## src/rtl/traffic_pkg.sv

```systemverilog
// Shared state encoding, default timing and width helper for the intersection controller.
package traffic_pkg;

    typedef enum logic [1:0] {
        ST_GREEN  = 2'd0,
        ST_YELLOW = 2'd1,
        ST_ALLRED = 2'd2,
        ST_WALK   = 2'd3
    } state_t;

    localparam int DEF_TICK_DIV = 50_000_000;
    localparam int DEF_N_APP    = 2;
    localparam int DEF_T_GREEN  = 10;
    localparam int DEF_T_YELLOW = 3;
    localparam int DEF_T_ALLRED = 1;
    localparam int DEF_T_WALK   = 5;
    localparam int DEF_CNT_W    = 8;

    // A single approach index still needs one bit of port width.
    function automatic int app_w(input int n);
        return (n > 1) ? $clog2(n) : 1;
    endfunction

endpackage

```

## src/rtl/traffic_ctrl_multi_tick_gen.sv

```systemverilog
// Free-running divider producing a one-cycle tick every TICK_DIV clocks.
module tick_gen
    import traffic_pkg::*;
#(
    parameter int TICK_DIV = DEF_TICK_DIV
) (
    input  logic clk,
    input  logic rst,
    output logic tick
);

    localparam int W = (TICK_DIV > 1) ? $clog2(TICK_DIV) : 1;
    localparam logic [W-1:0] LAST = W'(TICK_DIV - 1);

    logic [W-1:0] cnt_q, cnt_d;

    always_comb cnt_d = (cnt_q == LAST) ? '0 : cnt_q + 1'b1;

    // NOTE: state registers use non-blocking assignments so every flop samples pre-edge values.
    always_ff @(posedge clk or posedge rst) begin
        if (rst) cnt_q <= '0;
        else     cnt_q <= cnt_d;
    end

    assign tick = (cnt_q == LAST);

endmodule

```

## src/rtl/traffic_ctrl_multi.sv

```systemverilog
// Round-robin N-approach intersection controller with latched pedestrian WALK requests.
// Optional build macro TRAFFIC_FLASH_EN adds a flash_mode input (flashing yellow, FSM parked in ALLRED).
module traffic_ctrl_multi
    import traffic_pkg::*;
#(
    parameter int TICK_DIV = DEF_TICK_DIV,
    parameter int N_APP    = DEF_N_APP,
    parameter int T_GREEN  = DEF_T_GREEN,
    parameter int T_YELLOW = DEF_T_YELLOW,
    parameter int T_ALLRED = DEF_T_ALLRED,
    parameter int T_WALK   = DEF_T_WALK,
    parameter int CNT_W    = DEF_CNT_W
) (
    input  logic                      clk,
    input  logic                      rst,
`ifdef TRAFFIC_FLASH_EN
    input  logic                      flash_mode,
`endif
    input  logic [N_APP-1:0]          ped_req,
    output logic [N_APP-1:0]          red,
    output logic [N_APP-1:0]          yellow,
    output logic [N_APP-1:0]          green,
    output logic [N_APP-1:0]          walk,
    output logic [app_w(N_APP)-1:0]   cur_app,
    output logic                      tick
);

    localparam int AW = app_w(N_APP);
    localparam logic [AW-1:0] LAST_APP = AW'(N_APP - 1);

    state_t             state_q, state_d;
    logic [CNT_W-1:0]   timer_q, timer_d;
    logic [AW-1:0]      cur_q, cur_d, next_app;
    logic [N_APP-1:0]   ped_q, ped_d, ped_clr;
    logic [N_APP-1:0]   red_q, red_d, yellow_q, yellow_d, green_q, green_d, walk_q, walk_d;
    logic               tick_w;
`ifdef TRAFFIC_FLASH_EN
    logic               flash_ph_q, flash_ph_d;
`endif

    tick_gen #(.TICK_DIV(TICK_DIV)) u_tick_gen (
        .clk  (clk),
        .rst  (rst),
        .tick (tick_w)
    );

    function automatic logic [CNT_W-1:0] dur_m1(input state_t s);
        logic [CNT_W-1:0] d;
        d = CNT_W'(T_ALLRED - 1);
        case (s)
            ST_GREEN:  d = CNT_W'(T_GREEN - 1);
            ST_YELLOW: d = CNT_W'(T_YELLOW - 1);
            ST_ALLRED: d = CNT_W'(T_ALLRED - 1);
            ST_WALK:   d = CNT_W'(T_WALK - 1);
        endcase
        return d;
    endfunction

    // Explicit wrap keeps non-power-of-2 approach counts in range.
    assign next_app = (cur_q == LAST_APP) ? '0 : cur_q + 1'b1;

    always_comb begin
        // NOTE: every always_comb output gets a default first so no path infers a latch.
        state_d  = state_q;
        timer_d  = timer_q;
        cur_d    = cur_q;
        ped_clr  = '0;
        if (tick_w) begin
            if (timer_q == '0) begin
                case (state_q)
                    ST_GREEN:  state_d = ST_YELLOW;
                    ST_YELLOW: state_d = ST_ALLRED;
                    ST_ALLRED: begin
                        if (ped_q[cur_q]) begin
                            state_d        = ST_WALK;
                            ped_clr[cur_q] = 1'b1;
                        end else begin
                            state_d = ST_GREEN;
                            cur_d   = next_app;
                        end
                    end
                    ST_WALK: begin
                        state_d = ST_GREEN;
                        cur_d   = next_app;
                    end
                endcase
                timer_d = dur_m1(state_d);
            end else begin
                timer_d = timer_q - 1'b1;
            end
        end
`ifdef TRAFFIC_FLASH_EN
        flash_ph_d = 1'b0;
        if (flash_mode) begin
            state_d    = ST_ALLRED;
            timer_d    = dur_m1(ST_ALLRED);
            cur_d      = cur_q;
            ped_clr    = '0;
            flash_ph_d = flash_ph_q ^ tick_w;
        end
`endif
        // A new press in the same cycle as the clear keeps the bit set.
        ped_d = (ped_q & ~ped_clr) | ped_req;

        for (int i = 0; i < N_APP; i++) begin
            green_d[i]  = (state_d == ST_GREEN)  && (cur_d == AW'(i));
            yellow_d[i] = (state_d == ST_YELLOW) && (cur_d == AW'(i));
            walk_d[i]   = (state_d == ST_WALK)   && (cur_d == AW'(i));
        end
        red_d = ~(green_d | yellow_d);
`ifdef TRAFFIC_FLASH_EN
        if (flash_mode) begin
            green_d  = '0;
            walk_d   = '0;
            red_d    = '0;
            yellow_d = {N_APP{flash_ph_d}};
        end
`endif
    end

    always_ff @(posedge clk or posedge rst) begin
        if (rst) begin
            state_q  <= ST_ALLRED;
            timer_q  <= CNT_W'(T_ALLRED - 1);
            cur_q    <= LAST_APP;
            ped_q    <= '0;
            red_q    <= '1;
            yellow_q <= '0;
            green_q  <= '0;
            walk_q   <= '0;
        end else begin
            state_q  <= state_d;
            timer_q  <= timer_d;
            cur_q    <= cur_d;
            ped_q    <= ped_d;
            red_q    <= red_d;
            yellow_q <= yellow_d;
            green_q  <= green_d;
            walk_q   <= walk_d;
        end
    end

`ifdef TRAFFIC_FLASH_EN
    always_ff @(posedge clk or posedge rst) begin
        if (rst) flash_ph_q <= 1'b0;
        else     flash_ph_q <= flash_ph_d;
    end
`endif

    assign red     = red_q;
    assign yellow  = yellow_q;
    assign green   = green_q;
    assign walk    = walk_q;
    assign cur_app = cur_q;
    assign tick    = tick_w;

endmodule
```

## config.mk

```make
export PLATFORM = sky130hd
export DESIGN_NAME = traffic_ctrl_multi
export DESIGN_NICKNAME = d
export VERILOG_FILES = /design/src/rtl/traffic_pkg.sv /design/src/rtl/traffic_ctrl_multi_tick_gen.sv /design/src/rtl/traffic_ctrl_multi.sv
export SDC_FILE = /design/constraint.sdc
export NUM_CORES = 1
export LEC_CHECK = 0
export ABC_AREA = 1
export CAP_MARGIN = 0
export CORE_MARGIN = 2
export CORE_UTILIZATION = 62
export CTS_CLUSTER_SIZE = 8
export DETAILED_ROUTE_END_ITERATION = 10
export GPL_ROUTABILITY_DRIVEN = 0
export PLACE_DENSITY = 0.91
export SLEW_MARGIN = 10
export SYNTH_ARGS = -nofsm -noshare
export SYNTH_HDL_FRONTEND = slang
export SYNTH_SLANG_ARGS = --single-unit
```

## constraint.sdc

```tcl
create_clock -name clk -period 3.7 [get_ports clk]
set_input_delay 0.37 -clock clk [delete_from_list [all_inputs] [get_ports clk]]
set_output_delay 0.37 -clock clk [all_outputs]
set_load 0.1 [all_outputs]
```

**Word level (Yosys, flattened, before mapping)**

Cells that the tools add are included.

- Reductions and logical operators: 11
- Eq/ne operators: 9
- Mux-type cells: 22
- Order comparisons: 2
- $add $sub $neg: 3
- Bitwise logic cells: 6

Operators by type and width:

| kind | count |
|---|---|
| one-hot mux 8 bit (4 select lines) | 1 |
| adder 26 x 1 -> 26 bit, second input constant | 1 |
| equality test 26 bit, second input constant | 1 |
| two-way mux 26 bit | 1 |
| two-way mux 2 bit | 9 |
| equality test 2 bit, second input constant | 5 |
| zero test 8 bit | 1 |
| two-way mux 8 bit | 1 |
| one-hot mux 2 bit (4 select lines) | 1 |
| subtractor 8 x 1 -> 8 bit, second input constant | 1 |
| logical AND 1 bit | 7 |
| two-way mux 1 bit | 7 |
| equality test 2 x 1 -> 1 bit, second input constant | 3 |
| zero test 2 bit | 3 |
| inverter 2 bit | 2 |
| bitwise OR 2 bit | 2 |
| AND 2 bit | 1 |
| < comparator 1 x 2 -> 1 bit, second input constant | 1 |
| one-hot mux 1 bit (2 select lines) | 1 |
| adder 1 bit, second input constant | 1 |
| demux 1 bit (select 1 bit) | 1 |
| greater-or-equal comparator 1 bit, second input constant | 1 |
| inverter 1 bit | 1 |

- Word-level logic and storage cells: 62
- Flip-flop bits (word level): 47
- Output and inout port bits: 10

**Longest topological paths before layout**

Gate-level depths: netlist (run 1).

- Depth in word-level cells: 12
- Mapped depth: 13

**Hierarchy**

Synthesis (run 1) repeated with hierarchy kept, for this count alone.

- Cell total of the unflattened synthesis: 338
- Area total of the unflattened synthesis: 2,693.8 um2

By module, submodules not included:

| module | area each (um2) | times used | cells an instance | sequential area each (um2) |
|---|---|---|---|---|
| tick_gen | 1,584.0 | 1 | 215 | 650.6 |
| traffic_ctrl_multi | 1,109.8 | 1 | 123 | 530.5 |

**Worst setup path before layout (run 1)**

No wires, ideal clock.

- Path type: register to output
- Start point: register u_tick_gen.cnt_q[0]
- End point: output tick
- Stages on the path, launching flop included: 8
- Setup slack: 0.216 ns
- Data arrival time: 3.114 ns
- Cells stage by stage: dfrtp_1 > ha_1 > nand2_2 > nor2_4 > nand2_1 > nor2_1 > inv_1 > nor3_1

- Cells in the longest elaborated chain, start to end: 1

Ends and longest elaborated chain:

| item | line | RTL |
|---|---|---|
| start: declaration | traffic_ctrl_multi_tick_gen.sv:15 | `logic [W-1:0] cnt_q, cnt_d;` |
| start signal: assignment | traffic_ctrl_multi_tick_gen.sv:22 | `else cnt_q <= cnt_d;` |
| equality test 26 bit | traffic_ctrl_multi_tick_gen.sv:25 | `assign tick = (cnt_q == LAST);` |
| end: declaration | traffic_ctrl_multi.sv:25 | `output logic tick` |

No other way between the ends.

**Final worst setup path (run 1)**

- Start point: register cur_q (netlist: cur_app)
- End point: output cur_app

RTL lines:

| item | line | RTL |
|---|---|---|
| start: declaration | traffic_ctrl_multi.sv:33 | `logic [AW-1:0] cur_q, cur_d, next_app;` |
| start signal: assignment | traffic_ctrl_multi.sv:134 | `cur_q <= cur_d;` |
| end: declaration | traffic_ctrl_multi.sv:24 | `output logic [app_w(N_APP)-1:0] cur_app,` |

No word-level cell between the ends.

==> results of run 1 <==
==> layer usage <==
| layer | vias to the layer above | wire length [um] | track usage (%) |
|---|---|---|---|
| li1 | 1179 | - | - |
| met1 | 1129 | 2432 | 32.26 |
| met5 | - | 0 | 0 |
| met2 | 89 | 2722 | 39.15 |
| met4 | 0 | 127 | 10.69 |
| met3 | 18 | 402 | 4.274 |
==> path summary, 6_finish.rpt <==
path	start	to	slack (ps)	depth (start not counted)
worst max-delay path	cur_app	cur_app	1280	1
worst min-delay path	u_tick_gen.cnt_q[0]	u_tick_gen.cnt_q[0]	470	1
worst max register to register	timer_q[0]	walk[0]	1640	11
worst min register to register	u_tick_gen.cnt_q[0]	u_tick_gen.cnt_q[0]	470	1
max in group asynchronous	rst	u_tick_gen.cnt_q[17]	2510	2
min in group asynchronous	rst	yellow[1]	600	2
==> logic make-up after synthesis <==
family | after synthesis | share of synthesized area, %
simple gates | 226 | 37.52
buf+inv | 59 | 8.680
flops | 47 | 42.68
xor+xnor | 19 | 6.013
compound gates | 16 | 3.300
fa+ha+maj | 4 | 1.808
==> Yosys cell counts <==
| library cell | number | area (um^2) |
|---|---|---|
| nand2_1 | 88 | 330.3 |
| nor2_1 | 69 | 259.0 |
| inv_1 | 47 | 176.4 |
| dfrtp_1 | 43 | 1076 |
| nand3_1 | 17 | 85.08 |
| nor3_1 | 14 | 70.07 |
| xor2_1 | 14 | 122.6 |
| nand4_1 | 10 | 62.56 |
| nand2_2 | 9 | 56.30 |
| o21ai_0 | 9 | 45.04 |
| nand2_4 | 6 | 67.56 |
| nor2_2 | 6 | 37.54 |
| inv_2 | 5 | 18.77 |
| xnor2_1 | 5 | 43.79 |
| dfstp_2 | 4 | 105.1 |
| ha_1 | 4 | 50.05 |
| buf_2 | 3 | 15.01 |
| o31ai_1 | 3 | 22.52 |
| nand3b_1 | 2 | 15.01 |
| a21o_1 | 1 | 7.510 |
| a21oi_1 | 1 | 5.000 |
| a31oi_1 | 1 | 6.260 |
| buf_4 | 1 | 7.510 |
| buf_6 | 1 | 11.26 |
| clkinv_2 | 1 | 5.000 |
| inv_4 | 1 | 6.260 |
| nor2_4 | 1 | 11.26 |
| nor2_8 | 1 | 20.02 |
| nor3_2 | 1 | 10.01 |
| nor3b_1 | 1 | 7.510 |
| nor4_1 | 1 | 6.260 |
| o21ai_1 | 1 | 5.000 |
==> state kept, by name, summed over array words and instances, names as in the netlist <==
name              count
timer_q               8
cur_app               1
walk                  2
u_tick_gen.cnt_q     26
red                   2
state_q               2
ped_q                 2
green                 2
yellow                2
==> cell type report <==
cell class	instances	area, um^2
Multi-Input combinational cell	265	1346
Fill cell	330	1305
Sequential cell	47	1181
Inverter	54	206.4
Timing Repair Buffer	13	127.6
Clock buffer	5	68.82
Tap cell	52	65.06
Clock inverter	3	23.77
==> power by group through the flow <==
stage	Clock (mW)	Sequential, mW	Combinational [mW]
after floorplan	0	0.523	0.00769
after global placement	0	0.523	0.0135
after detailed placement	0	0.523	0.0138
after CTS	0.323	0.513	0.0138
after global routing	0.342	0.514	0.0156
final	0.318	0.513	0.0129
==> stage by stage <==
stage          setup slack [ps]  std cells  area (um^2)  hold WS (ps)  utilization [%]
2_1_floorplan             216.3        371         2768         432.6                -
3_3_place_gp               1631        431         2927         443.1            67.68
3_5_place_dp               1607        431         2927         459.9            67.68
4_1_cts                    1270        439         3019         472.3            69.82
5_1_grt                    1087        439         3019         512.4            69.82
6_report                   1276        439         3019         468.1            69.82
==> impl_metrics.yaml, run 1 <==
pwr:
  p_int_mw: 0.6516
  swShare_pct: 22.82
  p_total_mw: 0.8443
  powerDensity_nw_per_um2: 279.6
  switchingPower_mw: 0.1927
  ir_worst_vdd_uv: 250.0
  power_frac_seq_pct: 60.8
  combPwrFrac_pct: 1.5
  clkPwrFrac_pct: 37.7
  power_leakage_nw: 1.459
global_route:
  grt_pass1_vias: 2349
  grtUsageTotal_pct: 24.24
  antenna_found_initial: 0
  grt_max_degree: 48
  grt_pass1_wl_mm: 9.880
  overflow: 0
cts:
  ctsHoldBuffers: 0
  cts_buffers: 5
  cts_tree: "done"
  root_buffer: "clkbuf_8"
  clk_pin_slew_ps: 90
  clk_latency_ps: 300
  cts_resized: 0
  clockBufferDepth: 2
  postCtsSetupBuffers: 0
  cts_sinks: 47
  htree_num_levels: 2
timing:
  fmax_mhz: 412.6
  worstMarginPinSlew_ps: 981.3
  tns_ps: 0
  finalSetupViolCount: 0
  report.final.slew_viol_count: 0
  skew_ps: 3.033
  fin_crit_ps: 2424
  maxSlewHeadroom_pct: 34.38
  post-route-period-util_pct: 65.51
  finalHoldViolCount: 0
  grt_setup_unrepaired: "no"
yosys:
  avgSynthCellArea_um2: 7.460
  synth_warnings: 0
  synth_nets: 379
  syn-cell-area_um2: 2768
  syn-instance-count: 371
  synth-seq-cells: 47
  synth.yosys.seq_area_share_pct: 42.68
  synth.distinct_cells: 32
cells_and_area:
  diodes: 0
  finalNetCount: 394
  layout_commonest_cell: "nand2_1"
  area_delta_synth_final_pct: 9.087
  layout_common_cells: "nand2_1 (88), nor2_1 (69), inv_1 (46)"
  drive_above_1_share_pct: 11.63
worst_hold_path:
  hold_path.class: "reg -> reg"
floorplan:
  chipWidth_um: 70.81
  die_y_um: 70.81
  coreArea_um2: 4324
  start_util_pct: 64.00
  dieArea_um2: 5014
  num_rows: 24
  io_pins: 14
critical_path:
  end_kind: "primary output"
  cp_data_required_time_ps: 3330
  cp.arrival_ps: 2050
  cp_cell_sequence: "clkdlybuf4s50_1"
  criticalPathCategory: "reg -> out"
  cpMaxStageDelayCell: "clkdlybuf4s50_1"
  slowest_delay_ps: 1150
  cp-start-kind: "flop"
  path_buf_inv: 1
  worst-path-max-fanout: 7
  crit_family: "buffers and inverters"
detailed_routing:
  via_count: 2415
  drc: 0
  wire_per_inst_um: 12.95
  viasPerCell: 5.501
  drtIter0Drc: 210
  ant_nets: 0
  dr.pass1.iters: 7
  routed_wl_mm: 5.684
status:
  status: "finished clean"
placement:
  hpwl_mm: 4.140
  io_buffers: 13
run:
  max-cap-violations: 0
Note: power is estimated with default switching activity, not from simulation.
==> run 2: changes to the inputs <==
--- a/config.mk
+++ b/config.mk
@@ -8,11 +8,11 @@
 export ABC_AREA = 1
 export CAP_MARGIN = 0
 export CORE_MARGIN = 2
-export CORE_UTILIZATION = 62
+export CORE_UTILIZATION = 54
 export CTS_CLUSTER_SIZE = 8
 export DETAILED_ROUTE_END_ITERATION = 10
 export GPL_ROUTABILITY_DRIVEN = 0
-export PLACE_DENSITY = 0.91
+export PLACE_DENSITY = 0.85
 export SLEW_MARGIN = 10
 export SYNTH_ARGS = -nofsm -noshare
 export SYNTH_HDL_FRONTEND = slang
==> constraint.sdc (replaced) <==
create_clock -name clk -period 2.2 [get_ports clk]
set_input_delay 0.22 -clock clk [delete_from_list [all_inputs] [get_ports clk]]
set_output_delay 0.22 -clock clk [all_outputs]
set_load 0.1 [all_outputs]
==> run 2 against run 1 <==
  * First-iteration DRC count is 13% lower
  * Register-to-register slack worse by 1300 ps
  * Global-route usage is 3.0 points lower
  * Critical path depth is 4 higher
  * Clock-buffer cell count stayed put
  * Wire length is 2.8% lower
  * Sequential power is 68% higher
  * Core utilization is 7.4 points lower
  * Final cell count is 5.2% higher
  * Clock power is 100% higher
  * Combinational power is 100% higher
  * Critical path type unchanged
  * Die area is 14% higher
==> impl_metrics.yaml, run 2 (same netlist as run 1, synthesis figures left out) <==
status:
  status: "finished clean"
run:
  max-cap-violations: 0
timing:
  finalSetupViolCount: 0
  grt_setup_unrepaired: "no"
  tns_ps: 0
  report.final.slew_viol_count: 0
  fin_crit_ps: 2097
  post-route-period-util_pct: 95.30
  maxSlewHeadroom_pct: 73.17
  skew_ps: 7.891
  worstMarginPinSlew_ps: 399.4
  fmax_mhz: 477.0
  finalHoldViolCount: 0
detailed_routing:
  viasPerCell: 5.128
  routed_wl_mm: 5.527
  ant_nets: 0
  drc: 0
  dr.pass1.iters: 7
  wire_per_inst_um: 11.96
  drtIter0Drc: 182
  via_count: 2369
global_route:
  grtUsageTotal_pct: 21.20
  grt_pass1_vias: 2051
  antenna_found_initial: 0
  overflow: 0
  grt_max_degree: 48
  grt_pass1_wl_mm: 9.197
floorplan:
  num_rows: 26
  die_y_um: 75.59
  chipWidth_um: 75.59
  dieArea_um2: 5714
  io_pins: 14
  coreArea_um2: 5010
  start_util_pct: 55.24
critical_path:
  end_kind: "primary output"
  cp_data_required_time_ps: 1980
  r2r_slack_ps: 310
  criticalPathCategory: "reg -> out"
  cp-start-kind: "flop"
  worst-path-max-fanout: 5
  reg2regPathDepth: 12
  cp.arrival_ps: 1880
placement:
  hpwl_mm: 4.072
  dp.cells: 452
  io_buffers: 13
cts:
  cts_buffers: 5
  htree_num_levels: 2
  clockBufferDepth: 2
  cts_sinks: 47
  cts_tree: "done"
  ctsHoldBuffers: 0
  clk_latency_ps: 310
  clk_pin_slew_ps: 90
  root_buffer: "clkbuf_8"
cells_and_area:
  finalNetCount: 399
  largestRegisters: "u_tick_gen.cnt_q (26), timer_q (8)"
  diodes: 0
  fin_cells: 462
  largest_reg_flops: 26
  largest-register: "u_tick_gen.cnt_q"
  layout_commonest_cell: "nand2_1"
  area_delta_synth_final_pct: 13.02
  fill_cells: 457
  drive_above_1_share_pct: 15.82
  layout_common_cells: "nand2_1 (88), nor2_1 (68), inv_1 (46)"
pwr:
  powerDensity_nw_per_um2: 489.3
  ir_worst_vdd_uv: 449.2
  p_total_mw: 1.530
  power_leakage_nw: 1.540
worst_hold_path:
  hold_path.class: "in -> async"
-- run 2: cell types whose count changed in the layout (fill, tap and decap cells not counted), moves of 2 or more --
| cell | previous run | this run |
|---|---|---|
| buf_4 | 1 | 13 |
| clkdlybuf4s50_1 | 12 | 3 |
| buf_12 | 0 | 2 |
| clkinvlp_4 | 2 | 0 |
-- run 2: critical path, stage by stage, from the launching register on --
cell and delay, ps:
dfrtp_1 460, inv_1 110, nor4_1 340, nand4_1 250, nor3_4 210, buf_12 200
-- run 2: area by class of cell --
class / count / area [um^2] / area share [%]
repair buffers: 18 / 167.7 / 5.360
clock buffers: 5 / 68.82 / 2.200
inverters: 54 / 206.4 / 6.600
well taps: 70 / 87.58 / 2.800
clock inverters: 3 / 43.79 / 1.400
flip-flops and latches: 47 / 1181 / 37.76
multi-input cells: 265 / 1373 / 43.88
-- run 2: path summary, 6_finish.rpt --
kind / start / to
setup / recovery: u_tick_gen.cnt_q[17] / tick
hold / removal: rst / u_tick_gen.cnt_q[13]
setup reg to reg: u_tick_gen.cnt_q[0] / green[0]
hold reg to reg: ped_q[0] / ped_q[0]
max in group asynchronous: rst / cur_app
min in group clk: ped_req[1] / ped_q[1]
-- run 2: power breakdown --
part / internal (mW) / switching [mW] / leakage, nW
sequential: 0.863 / 0.0000000000000000188 / 0.612
combinational: 0.00868 / 0.0175 / 0.870
clock: 0.338 / 0.302 / 0.0581
-- run 2: stage by stage --
step | area (um^2) | hold WS (ps) | setup WS, ps | utilization (%)
after floorplan | 2779 | 312.3 | 85.41 | -
after global routing | 3128 | 306.4 | 18.77 | 62.44
after CTS | 3098 | 267.0 | 31.44 | 61.84
final | 3128 | 258.7 | 103.4 | 62.44
after detailed placement | 2985 | 452.4 | 326.3 | 59.59
after global placement | 2985 | 444.7 | 392.3 | 59.59
-- run 2: per-layer routing --
layer  vias to the layer above  global-route usage [%]  routed length [um]
li1                       1194                       -                   -
met1                      1065                   30.01                2445
met2                        92                   32.85                2567
met3                        18                   4.630                 353
met4                         0                   6.238                 160
met5                         -                       0                   0
-- run 2: what timing repair did --
| item | 4_1_cts | 5_1_grt |
|---|---|---|
| buffers inserted | 0 | 2 |
| setup endpoints to repair | 0 | 1 |
| gates resized for setup | 0 | 3 |
| hold endpoints to repair | 0 | 0 |
==> run 3: changes to the inputs <==
--- a/config.mk
+++ b/config.mk
@@ -13,6 +13,7 @@
 export DETAILED_ROUTE_END_ITERATION = 10
 export GPL_ROUTABILITY_DRIVEN = 0
 export PLACE_DENSITY = 0.85
+export RECOVER_POWER = 25
 export SLEW_MARGIN = 10
 export SYNTH_ARGS = -nofsm -noshare
 export SYNTH_HDL_FRONTEND = slang
==> run 3 against run 2 <==
  * Sequential share of layout area rose by 0.18 points
  * Clock-buffer cell count is the same
  * Global-route usage unchanged
  * First-iteration DRC count shrank 14%
  * Die area is the same
  * Worst setup slack gained 2.2 ps
  * Worst hold slack gained 170 ps
  * Highest routed layer unchanged
  * Cell area is 0.48% lower
  * Non-clock buffer count unchanged
  * Clock power is essentially flat
==> impl_metrics.yaml, run 3 (same netlist as run 1, synthesis figures left out) <==
floorplan:
  coreArea_um2: 5010
  chipWidth_um: 75.59
  dieArea_um2: 5714
  start_util_pct: 55.24
  io_pins: 14
  die_y_um: 75.59
  num_rows: 26
cells_and_area:
  area_delta_synth_final_pct: 12.48
  finalNetCount: 399
  layout_common_cells: "nand2_1 (88), nor2_1 (68), inv_1 (46)"
  layout_commonest_cell: "nand2_1"
  fill_cells: 458
  largest_reg_flops: 26
  diodes: 0
  largestRegisters: "u_tick_gen.cnt_q (26), timer_q (8)"
  drive_above_1_share_pct: 15.56
  largest-register: "u_tick_gen.cnt_q"
timing:
  report.final.slew_viol_count: 0
  post-route-period-util_pct: 95.20
  fmax_mhz: 477.5
  fin_crit_ps: 2094
  grt_setup_unrepaired: "no"
  maxSlewHeadroom_pct: 22.27
  finalSetupViolCount: 0
  tns_ps: 0
  fin_hold_ws_ps: 430.4
  worstMarginPinSlew_ps: 1166
  skew_ps: 8.130
  finalHoldViolCount: 0
critical_path:
  cp_cell_sequence: "inv_1, nor4_1, nand4_1, nor3_4, buf_12"
  cp-start-kind: "flop"
  cp.arrival_ps: 1870
  cp_data_required_time_ps: 1980
  criticalPathCategory: "reg -> out"
  timing.rr.start: "u_tick_gen.cnt_q[0]"
  worst-path-max-fanout: 5
  reg2reg_to: "green[0]"
  reg2regPathDepth: 12
  path_buf_inv: 2
  crit_family: "simple AND/OR/NAND/NOR gates"
  end_kind: "primary output"
  cpMaxStageDelayCell: "dfrtp_1"
  slowest_delay_ps: 460
  r2r_slack_ps: 310
detailed_routing:
  wire_per_inst_um: 12.03
  viasPerCell: 5.128
  routed_wl_mm: 5.558
  dr.pass1.iters: 4
  via_count: 2369
  ant_nets: 0
  drc: 0
  drtIter0Drc: 157
global_route:
  overflow: 0
  grtUsageTotal_pct: 21.20
  grt_pass1_wl_mm: 9.197
  grt_max_degree: 48
  antenna_found_initial: 0
  grt_pass1_vias: 2051
cts:
  root_buffer: "clkbuf_8"
  clk_pin_slew_ps: 90
  cts_tree: "done"
  clk_latency_ps: 310
  cts_sinks: 47
  clockBufferDepth: 2
  htree_num_levels: 2
  cts_buffers: 5
  ctsHoldBuffers: 0
worst_hold_path:
  hold_path_startpoint: "ped_req[1]"
  holdPathEnd: "ped_q[1]"
  hold_path.class: "in -> reg"
  holdPathStages: 3
pwr:
  powerDensity_nw_per_um2: 490.9
  power_leakage_nw: 1.533
  ir_worst_vdd_uv: 448.9
placement:
  hpwl_mm: 4.072
  io_buffers: 13
status:
  status: "finished clean"
run:
  max-cap-violations: 0
==> run 3: changes by cell type in the layout (fill, tap and decap cells not counted) <==
cell	previous run	this run
dlygate4sd3_1	0	1
clkinv_1	0	1
clkbuf_2	0	1
inv_2	6	5
clkdlybuf4s50_1	3	2
buf_12	2	1
==> run 3: area by class of cell <==
class	count	area (um^2)	share of cell area, %
multi-input combinational	265	1373	44.09
sequential	47	1181	37.94
tap	70	87.58	2.814
clock buffer	5	68.82	2.211
timing repair buffer	18	152.6	4.904
inverter	54	206.4	6.632
clock inverter	3	43.79	1.407
==> run 3: through the flow <==
step | power (mW) | utilization [%] | cells | cell area, um^2 | setup slack (ps)
5_1_grt | 1.577 | 62.14 | 462 | 3113 | 18.77
6_report | 1.528 | 62.14 | 462 | 3113 | 105.6
3_5_place_dp | 0.9080 | 59.59 | 452 | 2985 | 326.3
3_3_place_gp | 0.9077 | 59.59 | 452 | 2985 | 392.3
2_1_floorplan | 0.8933 | - | 371 | 2779 | 85.41
4_1_cts | 1.543 | 61.84 | 460 | 3098 | 31.44
==> run 3: worst max-delay path by stage <==
stage	cells after the start	start	endpoint	slack [ps]
floorplan	13	cur_app	yellow[0]	90
global placement	8	u_tick_gen.cnt_q[0]	tick	390
detailed placement	13	cur_app	green[0]	330
CTS	8	u_tick_gen.cnt_q[0]	tick	30
global route	6	u_tick_gen.cnt_q[9]	tick	20
finish	5	u_tick_gen.cnt_q[17]	tick	110
==> run 3: layer usage <==
layer  vias up  part of all wire, %  GRT usage (%)  routed length (um)
li1       1193                    -              -                   -
met1      1073                   45          30.01                2481
met2        91                   47          32.85                2621
met3        12                  6.0          4.630                 336
met4         0                  2.1          6.238                 119
met5         -                    0              0                   0
==> run 3: worst register-to-register path, delay by kind of cell (launching register included) <==
kind / cells / cell delay [ps]
adders and majority gates: 1 / 180
buffers and inverters: 2 / 210
DFF: 1 / 410
and+or+nand+nor: 9 / 1010
==> run 3: power breakdown <==
part | switching, mW | leakage, nW | internal [mW]
clock network | 0.304 | 0.0581 | 0.339
logic | 0.0173 | 0.862 | 0.00505
registers | 0.0000000000000000188 | 0.612 | 0.863
total | 0.321 | 1.53 | 1.21
==> run 3: timing repair <==
| item | in CTS | in global routing |
|---|---|---|
| setup buffers | 0 | 2 |
| endpoints found under the setup margin | 0 | 1 |
| gates resized for setup | 0 | 3 |
